**config.mk**
```make
export PLATFORM = sky130hd
export DESIGN_NAME = dmem_port_arbiter_flat
export DESIGN_NICKNAME = d
export VERILOG_FILES = /design/src/rtl/dmem_port_arbiter_if.sv /design/src/rtl/dmem_port_arbiter.sv /design/src/flat_wrapper.sv
export SDC_FILE = /design/constraint.sdc
export NUM_CORES = 1
export LEC_CHECK = 0
export BUFFER_PORTS_ARGS = -buffer_cell sky130_fd_sc_hd__buf_2
export CAP_MARGIN = 20
export CELL_PAD_IN_SITES_DETAIL_PLACEMENT = 0
export CELL_PAD_IN_SITES_GLOBAL_PLACEMENT = 2
export CORE_MARGIN = 4
export CORE_UTILIZATION = 17
export CTS_BUF_LIST = sky130_fd_sc_hd__clkbuf_16
export CTS_CLUSTER_SIZE = 8
export DETAILED_ROUTE_END_ITERATION = 6
export PLACE_DENSITY_LB_ADDON = 0.1
export REMOVE_ABC_BUFFERS = 1
export SETUP_SLACK_MARGIN = 0.3
export SYNTH_ARGS = -nofsm -noshare
export SYNTH_HDL_FRONTEND = slang
export SYNTH_SLANG_ARGS = --single-unit
```
**constraint.sdc**
```tcl
create_clock -name CLK -period 5.3 [get_ports CLK]
set_clock_uncertainty 0.1 [all_clocks]
set_input_delay 0.265 -clock CLK [delete_from_list [all_inputs] [get_ports CLK]]
set_output_delay 0.265 -clock CLK [all_outputs]
set_load 0.03 [all_outputs]
```
**src/rtl/dmem_port_arbiter_if.sv**
```systemverilog
// Bundle of the two requester ports and the memory-side bus for dmem_port_arbiter.
// slave = arbiter side, master = requesters plus memory model.
interface dmem_port_arbiter_if #(
  parameter int AW = 8,
  parameter int DW = 8
);
  logic          p0_req;
  logic          p0_we;
  logic [AW-1:0] p0_addr;
  logic [DW-1:0] p0_wdata;
  logic          p0_lock;
  logic          p0_gnt;
  logic          p0_rvalid;
  logic [DW-1:0] p0_rdata;

  logic          p1_req;
  logic          p1_we;
  logic [AW-1:0] p1_addr;
  logic [DW-1:0] p1_wdata;
  logic          p1_gnt;
  logic          p1_rvalid;
  logic [DW-1:0] p1_rdata;

  logic          mem_we;
  logic [AW-1:0] mem_addr;
  logic [DW-1:0] mem_wdata;
  logic [DW-1:0] mem_rdata;

  modport slave (
    input  p0_req, p0_we, p0_addr, p0_wdata, p0_lock,
    output p0_gnt, p0_rvalid, p0_rdata,
    input  p1_req, p1_we, p1_addr, p1_wdata,
    output p1_gnt, p1_rvalid, p1_rdata,
    output mem_we, mem_addr, mem_wdata,
    input  mem_rdata
  );

  modport master (
    output p0_req, p0_we, p0_addr, p0_wdata, p0_lock,
    input  p0_gnt, p0_rvalid, p0_rdata,
    output p1_req, p1_we, p1_addr, p1_wdata,
    input  p1_gnt, p1_rvalid, p1_rdata,
    input  mem_we, mem_addr, mem_wdata,
    output mem_rdata
  );
endinterface

```
**src/rtl/dmem_port_arbiter.sv**
```systemverilog
// Two-port arbiter for the single-ported data memory: port 0 priority with lock,
// port 1 starvation bound, and read-data steering for the 1-cycle memory latency.
module dmem_port_arbiter #(
  parameter int AW       = 8,
  parameter int DW       = 8,
  parameter int MAX_WAIT = 4
) (
  input logic                CLK,
  input logic                RST_N,
  dmem_port_arbiter_if.slave bus
);

  typedef enum logic {ARB, LOCK0} state_t;

  state_t        state;
  logic [3:0]    wait_cnt;
  logic [1:0]    rd_tag;
  logic          p0_gnt_c;
  logic          p1_gnt_c;
  logic          p1_forced;
  logic [AW-1:0] addr_sel;
  logic [DW-1:0] wdata_sel;

  assign p1_forced = (wait_cnt == 4'(MAX_WAIT));

  always_comb begin
    p1_gnt_c = 1'b0;
    p0_gnt_c = 1'b0;
    if (state == LOCK0) begin
      p0_gnt_c = bus.p0_req;
    end else begin
      p1_gnt_c = bus.p1_req && (p1_forced || !bus.p0_req);
      p0_gnt_c = bus.p0_req && !p1_gnt_c;
    end
  end

  always_comb begin
    addr_sel  = bus.p0_addr;
    wdata_sel = bus.p0_wdata;
    if (p1_gnt_c) begin
      addr_sel  = bus.p1_addr;
      wdata_sel = bus.p1_wdata;
    end
  end

  assign bus.p0_gnt    = p0_gnt_c;
  assign bus.p1_gnt    = p1_gnt_c;
  assign bus.mem_addr  = addr_sel;
  assign bus.mem_wdata = wdata_sel;
  assign bus.mem_we    = (p0_gnt_c & bus.p0_we) | (p1_gnt_c & bus.p1_we);

  assign bus.p0_rvalid = rd_tag[0];
  assign bus.p1_rvalid = rd_tag[1];
  assign bus.p0_rdata  = bus.mem_rdata;
  assign bus.p1_rdata  = bus.mem_rdata;

  always_ff @(posedge CLK or negedge RST_N) begin
    if (!RST_N) begin
      state    <= ARB;
      wait_cnt <= '0;
      rd_tag   <= '0;
    end else begin
      rd_tag <= {p1_gnt_c & !bus.p1_we, p0_gnt_c & !bus.p0_we};

      case (state)
        ARB:     if (p0_gnt_c && bus.p0_lock) state <= LOCK0;
        LOCK0:   if (!bus.p0_lock) state <= ARB;
        default: state <= ARB;
      endcase

      // Keeps counting (saturated) through LOCK0 so port 1 wins the first ARB cycle.
      if (p1_gnt_c || !bus.p1_req) begin
        wait_cnt <= '0;
      end else if (!p1_forced) begin
        wait_cnt <= wait_cnt + 4'd1;
      end
    end
  end

endmodule

```
**src/flat_wrapper.sv**
```systemverilog
// flat-port wrapper written by rule: the top's interface ports become plain ports
module dmem_port_arbiter_flat 
#(
  parameter int AW       = 8,
  parameter int DW       = 8,
  parameter int MAX_WAIT = 4
)
  (CLK, RST_N, bus_p0_req, bus_p0_we, bus_p0_addr, bus_p0_wdata, bus_p0_lock, bus_p0_gnt, bus_p0_rvalid, bus_p0_rdata, bus_p1_req, bus_p1_we, bus_p1_addr, bus_p1_wdata, bus_p1_gnt, bus_p1_rvalid, bus_p1_rdata, bus_mem_we, bus_mem_addr, bus_mem_wdata, bus_mem_rdata);
  dmem_port_arbiter_if #(.AW(AW), .DW(DW)) bus_i ();
  input logic CLK;
  input logic RST_N;
  input wire logic [$bits(bus_i.p0_req)-1:0] bus_p0_req;
  input wire logic [$bits(bus_i.p0_we)-1:0] bus_p0_we;
  input wire logic [$bits(bus_i.p0_addr)-1:0] bus_p0_addr;
  input wire logic [$bits(bus_i.p0_wdata)-1:0] bus_p0_wdata;
  input wire logic [$bits(bus_i.p0_lock)-1:0] bus_p0_lock;
  output wire logic [$bits(bus_i.p0_gnt)-1:0] bus_p0_gnt;
  output wire logic [$bits(bus_i.p0_rvalid)-1:0] bus_p0_rvalid;
  output wire logic [$bits(bus_i.p0_rdata)-1:0] bus_p0_rdata;
  input wire logic [$bits(bus_i.p1_req)-1:0] bus_p1_req;
  input wire logic [$bits(bus_i.p1_we)-1:0] bus_p1_we;
  input wire logic [$bits(bus_i.p1_addr)-1:0] bus_p1_addr;
  input wire logic [$bits(bus_i.p1_wdata)-1:0] bus_p1_wdata;
  output wire logic [$bits(bus_i.p1_gnt)-1:0] bus_p1_gnt;
  output wire logic [$bits(bus_i.p1_rvalid)-1:0] bus_p1_rvalid;
  output wire logic [$bits(bus_i.p1_rdata)-1:0] bus_p1_rdata;
  output wire logic [$bits(bus_i.mem_we)-1:0] bus_mem_we;
  output wire logic [$bits(bus_i.mem_addr)-1:0] bus_mem_addr;
  output wire logic [$bits(bus_i.mem_wdata)-1:0] bus_mem_wdata;
  input wire logic [$bits(bus_i.mem_rdata)-1:0] bus_mem_rdata;
  assign bus_i.p0_req = bus_p0_req;
  assign bus_i.p0_we = bus_p0_we;
  assign bus_i.p0_addr = bus_p0_addr;
  assign bus_i.p0_wdata = bus_p0_wdata;
  assign bus_i.p0_lock = bus_p0_lock;
  assign bus_p0_gnt = bus_i.p0_gnt;
  assign bus_p0_rvalid = bus_i.p0_rvalid;
  assign bus_p0_rdata = bus_i.p0_rdata;
  assign bus_i.p1_req = bus_p1_req;
  assign bus_i.p1_we = bus_p1_we;
  assign bus_i.p1_addr = bus_p1_addr;
  assign bus_i.p1_wdata = bus_p1_wdata;
  assign bus_p1_gnt = bus_i.p1_gnt;
  assign bus_p1_rvalid = bus_i.p1_rvalid;
  assign bus_p1_rdata = bus_i.p1_rdata;
  assign bus_mem_we = bus_i.mem_we;
  assign bus_mem_addr = bus_i.mem_addr;
  assign bus_mem_wdata = bus_i.mem_wdata;
  assign bus_i.mem_rdata = bus_mem_rdata;
  dmem_port_arbiter #(.AW(AW), .DW(DW), .MAX_WAIT(MAX_WAIT)) u_core (.CLK(CLK), .RST_N(RST_N), .bus(bus_i));
endmodule
```
==> impl_metrics.csv <==
group,metric,value,unit
placement,gp_congestion,0.693,
floorplan,std_cell_rows,23,
clock_network,clk_latency,0.23,ns
logic_synthesis,synth-edff-count,0,
clock_network,numCtsBuffers,3,
logic_synthesis,yosys-top-cells-count,"buf_4 (16), mux2_2 (8), mux2_4 (8)",
floorplan,die_h,73.7,um
drt,dr_wl_met2,994,um
outcome,status,"complete, no violations",
sta,tightest_slew,0.660,ns
logic_synthesis,synth_top_area_cell,"dfrtp_1",
floorplan,die_w,73.7,um
drt,postRouteAntennaNets,0,
logic_synthesis,syn_inst,69,
floorplan,ios,84,
logic_synthesis,yosysMostFrequentCell,"buf_4",
logic_synthesis,avgSynthCellArea,10.6,sq um
clock_network,cts-root-buf,"clkbuf_16",
sta,maxSlewViolCount,0,
grt,grt-ovfl-total,0,
floorplan,core,4090,sq um
worst_setup_path,start_kind,"flop",
layout,multi_input_area,408,sq um
drt,met3_length,291,um
logic_synthesis,yosys_register_bits,7,
sta,hold_viol_final,0,
worst_setup_path,crit_type,"reg2out",
layout,seqCellArea,175,sq um
logic_synthesis,synth_ff_type,"dfrtp_1",
logic_synthesis,syn_area,734,sq um
floorplan,start_util,0.180,
drt,drt-initial-drc-count,12,
drt,drtPass1Iterations,3,
placement,hpwlAfterDp,1.76,mm
worst_setup_path,cp.arrival,2.28,ns
worst_setup_path,crit_path_max_fanout,18,
grt,grt_max_degree,19,
layout,layout.cells.non_filler,166,
sta,rsz0062_at_grt,"false",
drt,drt_wl_total,2.05,mm
drt,viasPerCell,3.97,
grt,grt_pass1_vias,670,
logic_synthesis,yosys_warnings,0,
worst_setup_path,required,4.93,ns
drt,wirelength_met1,749,um
pwr,ir_drop,79.7,uV
clock_network,clockBufferDepth,2,
drt,wl_per_cell,12.4,um
sta,slew_headroom,0.559,
job,max-cap-violations,0,
logic_synthesis,ys_seq_area_frac,0.239,
logic_synthesis,netlist_top_cells_area,"dfrtp_1 (24%), buf_4 (16%), mux2_4 (16%)",
logic_synthesis,ys_async_sr_fraction,1.00,
worst_setup_path,end_kind,"output port",
sta,fmax,379,MHz
sta,fin_crit_sh,0.498,
layout,fin_nets,166,
logic_synthesis,synth_cell_types,23,
layout,insertedDiodeCount,0,
layout,area_growth,41.7,%
pwr,power_density,256,nW/um^2
grt,grt_pass1_wl,3.11,mm
grt,grtUsageTotal,0.0742,
clock_network,cts_tree,"built",
logic_synthesis,synth.top_cell.area_share,0.239,
drt,top_layer_used,"met4",
grt,antenna_found_initial,0,
pwr,power,267,uW
hold_path,hp-class,"in2reg",
clock_network,cts.sinks,7,
placement,port-buffer-count,59,
drt,vias,659,
sta,setup_viol,0,
clock_network,path_clk_slew,0.03,ns
sta,min_period,2.64,ns
pwr,p_leak,0.560,nW
drt,drc_errors,0,
sta,setup-tns-final,0,ns
layout,layout-drive-gt1-share,0.698,
placement,numPlacedInstances,161,
floorplan,dieArea,5440,sq um
clock_network,htreeDepth,1,
layout,final.fill_count,451,
-- final cells by class --
class,instances,area share
clock buffer,3,0.0721
clock inverter,1,0.00361
inverter,3,0.0108
multi-input combinational,42,0.392
sequential,7,0.168
tap,50,0.0601
timing repair buffer,60,0.293
-- critical path, cell delays in order, from the launching register on --
cell and delay, ns:
dfrtp_1 0.41, inv_1 0.07, ha_1 0.23, nand3b_4 0.16
a21oi_4 0.58, mux2_2 0.40, buf_2 0.18
-- logic make-up (layout without fill, tap and decap cells) --
logic type | count (synthesis) | in the layout | synth area share
fa+ha+maj | 2 | 2 | 0.0341
compound gates | 6 | 6 | 0.0767
buf+inv | 20 | 67 | 0.206
xor+xnor | 1 | 1 | 0.0119
mux | 18 | 18 | 0.313
simple gates | 15 | 15 | 0.119
flops | 7 | 7 | 0.239
-- timing repair --
item                      in CTS  in global routing
resized for setup              0                  0
setup buffers                  0                  0
hold buffers                   1                  0
hold endpoints to repair       7                  0
-- per-layer routing --
layer	global-route usage	vias to the layer above
li1	-	316
met1	0.0837	286
met2	0.104	55
met3	0.0479	2
met4	0.0423	0
met5	0	-
-- report_power, final --
group	internal, mW	switching (mW)	leakage [nW]	total, mW
sequential	0.0569	0.00293	0.0932	0.0598
combinational	0.0369	0.0468	0.425	0.0837
clock	0.0978	0.0254	0.0423	0.123
-- path summary, 6_finish.rpt --
check	end	cells after the start	startpoint	slack (ns)
setup reg to reg	u_core.rd_tag[1]	5	u_core.wait_cnt[0]	3.45
setup / recovery	bus_mem_addr[7]	6	u_core.wait_cnt[0]	2.66
hold / removal	u_core.rd_tag[0]	2	bus_p0_we	0.11
min in group asynchronous	u_core.rd_tag[0]	2	RST_N	0.30
hold reg to reg	u_core.wait_cnt[1]	2	u_core.wait_cnt[1]	0.47
max in group asynchronous	u_core.wait_cnt[3]	2	RST_N	4.64
-- stage by stage --
stage | hold WS (ns) | area (sq um) | setup slack, ns | util
floorplan | -0.131 | 594 | 3.03 | -
global placement | 0.0110 | 952 | 2.90 | 0.233
detailed placement | 0.0114 | 952 | 2.88 | 0.233
CTS | 0.103 | 1040 | 2.63 | 0.255
global route | 0.117 | 1040 | 2.53 | 0.255
finish | 0.107 | 1040 | 2.66 | 0.255
-- sequential cells by signal, indices dropped and copies added, names as in the netlist --
signal           flops
u_core.rd_tag        2
u_core.state         1
u_core.wait_cnt      4
-- layout by cell type, fill, tap and decap left out, types with 3 or more instances in the layout --
cell and n:
buf_2 59, mux2_4 8, mux2_2 8, dfrtp_1 7, nor2_1 5, inv_1 4, nor2b_1 3, clkbuf_16 3
(Power assumes the default switching activity.)
